$ cat config.mk
export PLATFORM = sky130hd
export DESIGN_NAME = seg_display_scheduler
export DESIGN_NICKNAME = d
export VERILOG_FILES = /design/src/rtl/seg_display_scheduler.sv
export SDC_FILE = /design/constraint.sdc
export NUM_CORES = 1
export LEC_CHECK = 0
export BUFFER_PORTS_ARGS = -buffer_cell sky130_fd_sc_hd__buf_2
export CELL_PAD_IN_SITES_DETAIL_PLACEMENT = 1
export CELL_PAD_IN_SITES_GLOBAL_PLACEMENT = 1
export CORE_ASPECT_RATIO = 2
export CORE_UTILIZATION = 48
export CTS_BUF_LIST = sky130_fd_sc_hd__clkbuf_16
export CTS_CLUSTER_SIZE = 30
export DETAILED_ROUTE_END_ITERATION = 12
export PLACE_DENSITY = 0.84
export SKIP_CTS_REPAIR_TIMING = 1
export SYNTH_ARGS = -nofsm -noshare
export SYNTH_HDL_FRONTEND = slang
export SYNTH_SLANG_ARGS = --single-unit
$ cat constraint.sdc
create_clock -name clock -period 3.7 [get_ports clock]
set_input_delay 0.555 -clock clock [delete_from_list [all_inputs] [get_ports clock]]
set_output_delay 0.555 -clock clock [all_outputs]
set_load 0.05 [all_outputs]
$ cat src/rtl/seg_display_scheduler.sv
// Shares a 3-digit multiplexed 7-segment display between two 8-bit sources,
// converting the granted value to BCD with a sequential double-dabble.
module seg_display_scheduler #(
  parameter int DIV  = 1000,
  parameter int HOLD = 64
) (
  input  logic       clock,
  input  logic       Reset,
  input  logic       reqA,
  input  logic [7:0] srcA,
  input  logic       reqB,
  input  logic [7:0] srcB,
  output logic [2:0] S,
  output logic [3:0] digit,
  output logic       blank,
  output logic       grantA,
  output logic       grantB,
  output logic       busy
);

  typedef enum logic [1:0] {G_NONE, G_A, G_B} grant_t;
  typedef enum logic [1:0] {IDLE, CONV, COMMIT} state_t;

  localparam logic [15:0] PMAX = 16'(DIV - 1);
  localparam logic [7:0]  FMAX = 8'(HOLD - 1);

  logic [15:0] presc;
  logic [2:0]  slot;
  logic [7:0]  fcnt;
  logic [7:0]  val;
  logic [2:0]  bcnt;
  logic [11:0] sh;
  logic [11:0] bcd_q;
  grant_t      cur, pend, nxt;
  state_t      state, state_nxt;
  logic        tick, frame_end;
  logic [3:0]  t_a, o_a;

  assign tick      = (presc == PMAX);
  assign frame_end = tick && (slot == 3'd5);

  always_comb begin
    nxt = G_NONE;
    if (reqA && reqB) begin
      if (cur == G_NONE)     nxt = G_A;
      else if (fcnt == FMAX) nxt = (cur == G_A) ? G_B : G_A;
      else                   nxt = cur;
    end else if (reqA) begin
      nxt = G_A;
    end else if (reqB) begin
      nxt = G_B;
    end
  end

  always_ff @(posedge clock) begin
    if (Reset) state <= IDLE;
    else       state <= state_nxt;
  end

  always_comb begin
    state_nxt = state;
    unique case (state)
      IDLE:    if (frame_end && nxt != G_NONE) state_nxt = CONV;
      CONV:    if (bcnt == 3'd7) state_nxt = COMMIT;
      COMMIT:  state_nxt = IDLE;
      default: state_nxt = IDLE;
    endcase
  end

  // Hundreds stays below 5 for 8-bit inputs, so it never needs the +3 fix.
  assign t_a = (sh[7:4] >= 4'd5) ? sh[7:4] + 4'd3 : sh[7:4];
  assign o_a = (sh[3:0] >= 4'd5) ? sh[3:0] + 4'd3 : sh[3:0];

  always_ff @(posedge clock) begin
    if (Reset) begin
      presc <= '0;
      slot  <= '0;
      fcnt  <= '0;
      val   <= '0;
      bcnt  <= '0;
      sh    <= '0;
      bcd_q <= '0;
      cur   <= G_NONE;
      pend  <= G_NONE;
    end else begin
      presc <= tick ? 16'd0 : presc + 16'd1;
      if (tick) slot <= (slot == 3'd5) ? 3'd0 : slot + 3'd1;
      if (frame_end) begin
        fcnt <= (nxt != cur || fcnt == FMAX) ? 8'd0 : fcnt + 8'd1;
        if (nxt == G_NONE) begin
          cur <= G_NONE;
        end else begin
          val  <= (nxt == G_A) ? srcA : srcB;
          pend <= nxt;
          sh   <= '0;
          bcnt <= '0;
        end
      end
      if (state == CONV) begin
        sh   <= {sh[10:8], t_a, o_a, val[7]};
        val  <= {val[6:0], 1'b0};
        bcnt <= bcnt + 3'd1;
      end
      if (state == COMMIT) begin
        bcd_q <= sh;
        cur   <= pend;
      end
    end
  end

  always_comb begin
    S     = 3'b000;
    digit = 4'd0;
    if (cur != G_NONE) begin
      if (slot == 3'd1) begin
        S     = 3'b001;
        digit = bcd_q[3:0];
      end else if (slot == 3'd3 && bcd_q[11:4] != 8'd0) begin
        S     = 3'b010;
        digit = bcd_q[7:4];
      end else if (slot == 3'd5 && bcd_q[11:8] != 4'd0) begin
        S     = 3'b100;
        digit = bcd_q[11:8];
      end
    end
  end

  assign blank  = (S == 3'b000);
  assign grantA = (cur == G_A);
  assign grantB = (cur == G_B);
  assign busy   = (state == CONV);

endmodule
==> impl_metrics.csv <==
group,metric,value,unit
status,status,"finished, final reports clean",
place,post-dp-hpwl,6615,um
die,die_h,120.0,um
synth,yosys_warnings,0,
synth,ys_seq_area_share,40.75,%
grt,grt_pass1_wl,14470,um
cts,root_buffer,"clkbuf_16",
power,p_leak,1.448,nW
die,fp.dieArea,7318,um2
synth,synthDistinctLibCells,60,
finish,diodes,0,
route,routed_wl,8834,um
cts,clock_path_buffers,2,
place,place.gp.congestion,0.8911,
timing,min_period,2.674,ns
timing,skew,0.008655,ns
power,clkPwrFrac,50.6,%
route,firstDrtPassIters,4,
route,ant_nets,0,
worst_setup_path,setup.worst_path.start,"slot[0]$_SDFFE_PP0P_",
timing,grt_setup_unrepaired,"no",
power,swShare,20.55,%
synth,avgSynthCellArea,8.436,um2
grt,overflow,0,
power,p_switching,0.3249,mW
grt,grt_usage,27.12,%
synth,synth_top_area_share,40.75,%
timing,tightestPinTransition,0.9483,ns
timing,hold_ws,0.4483,ns
synth,async_reset_ff_share,0,%
finish,drive_gt1_share,14.89,%
route,avgViaCountPerCell,5.791,
grt,antenna_found_initial,0,
synth,syn_nets,425,
grt,grt_pass1_vias,3207,
cts,clk_latency,0.33,ns
cts,cts_tree,"built",
place,io_buffers,30,
synth,syn_inst,396,
hold_path,worstHoldStart,"presc[0]$_SDFF_PP0_",
die,die_width,60.99,um
timing,period_share,72.26,%
cts,cts_max_level,3,
die,core.rowCount,42,
worst_setup_path,endpoint_kind,"output port",
finish,instances_no_fill,511,
power,p_int,1.256,mW
worst_setup_path,start_kind,"flip-flop",
hold_path,hold_class,"flip-flop to flip-flop",
worst_setup_path,crit_arrival,2.12,ns
power,peakVddDrop,0.3365,mV
synth,synth_area,3341,um2
route,first_iter_violations,103,
synth,synth_seq_cells,68,
synth,synth_edf_count,0,
grt,grt_max_degree,41,
timing,slew_headroom,36.65,%
finish,final_util,56.90,%
worst_setup_path,required,3.14,ns
worst_setup_path,cp_max_fo,8,
timing,drv_slew,0,
route,drcViolationCount,0,
cts,clkTransAtPathRegs,0.05,ns
die,coreArea,6674,um2
timing,fmax,374.0,MHz
route,vias,2959,
power,pwr-share-seq,46.7,%
job,maxCapViolations,0,
route,routedWlPerCell,17.29,um
synth,yosys.area.top_type,"dfxtp_1",
die,pin_count,31,
synth,synth_top_flop_cell,"dfxtp_1",
timing,hold_viol_final,0,
finish,syn_to_final_growth,13.67,%
synth,ys_top_cells_by_area,"dfxtp_1 (41%), nand2_1 (5.7%), nor2_1 (5.2%), a21oi_1 (4.6%), ha_1 (3.4%)",
finish,fin_nets,448,
timing,finalSetupTns,0,ns
cts,cts_buffers,9,
power,comb_power_share,2.8,%
timing,setup_viol,0,
finish,final_cell_mix,"dfxtp_1 (68), nand2_1 (51), nor2_1 (46)",
die,start_util,50.06,%
place,dp_cells,496,
power,p_per_area,416.3,nW/um2
worst_setup_path,regToRegStartpoint,"presc[0]$_SDFF_PP0_",
worst_setup_path,crit_type,"flip-flop to output port",
finish,final_common_cell,"dfxtp_1",
cts,cts.sinks,68,
## synthesized netlist by cell type (3+ instances only)
cell type   n
dfxtp_1    68
nand2_1    51
nor2_1     46
a21oi_1    31
nand3_1    17
a22o_1     12
clkbuf_1   12
xor2_1     11
inv_1      10
nor3_1     10
xnor2_1    10
ha_1        9
o21ai_0     9
nand2b_1    8
nor4_1      8
a211oi_1    6
and3_1      6
nand4_1     5
and4_1      4
a32oi_1     3
and2_1      3
nor2b_1     3
o221a_2     3
or4_1       3
## layout make-up
type,instances,area [um2]
Clock inverter,6,50.05
Multi-Input combinational cell,300,1863
Inverter,10,37.54
Clock buffer,9,225.2
Tap cell,88,110.1
Fill cell,819,2877
Timing Repair Buffer,30,150.1
Sequential cell,68,1361
## worst max-delay path, stage by stage (launching register included)
cell and delay (ns):
dfxtp_1 0.44, and2_1 0.17, ha_1 0.23, nand2_1 0.08
a211oi_1 0.37, a22oi_1 0.16, nand2_1 0.09, buf_2 0.26
## power by group through the flow
stage	Clock, mW	Combinational (mW)	Sequential (mW)
final	0.799	0.0435	0.738
after global routing	0.849	0.0476	0.738
after CTS	0.816	0.0438	0.738
after detailed placement	0	0.0434	0.753
after global placement	0	0.0428	0.753
after floorplan	0	0.0231	0.753
## metrics by stage
step	power, mW	area [um2]	setup slack, ns
after floorplan	0.7758	3347	0.3258
after global placement	0.7958	3522	1.442
after detailed placement	0.7969	3522	1.361
after CTS	1.598	3797	0.9971
after global routing	1.634	3797	0.8119
final	1.581	3797	1.026
## cells by family after synthesis
group	Yosys count	synth area share, %
AND/OR/NAND/NOR	186	29.25
adder cells (fa/ha/maj)	9	3.371
multiplexers	1	0.3371
buffers and inverters	28	3.670
flip-flops	68	40.75
XOR/XNOR	21	5.505
AO/OA/AOI/OAI	83	17.12
## flip-flops by register name (all words and copies together) (netlist names)
| signal | count |
|---|---|
| presc | 16 |
| bcd_q | 12 |
| sh | 12 |
| fcnt | 8 |
| val | 8 |
| bcnt | 3 |
| slot | 3 |
| cur | 2 |
| pend | 2 |
| state | 2 |
## routing by layer
layer,up-vias,routed length (um),global-route usage [%]
met5,-,0,0
met4,0,275,14.35
met2,39,5351,53.16
li1,1449,-,-
met1,1447,3030,23.14
met3,24,176,5.711
## path summary, 6_finish.rpt
check	end	slack, ns	depth (start not counted)
worst max-delay path	digit[1]	1.03	7
worst min-delay path	presc[0]$_SDFF_PP0_	0.45	1
worst max register to register	val[5]$_SDFFE_PP0P_	1.41	6
worst min register to register	presc[0]$_SDFF_PP0_	0.45	1
No activity file was read; power rests on OpenSTA's default activity.
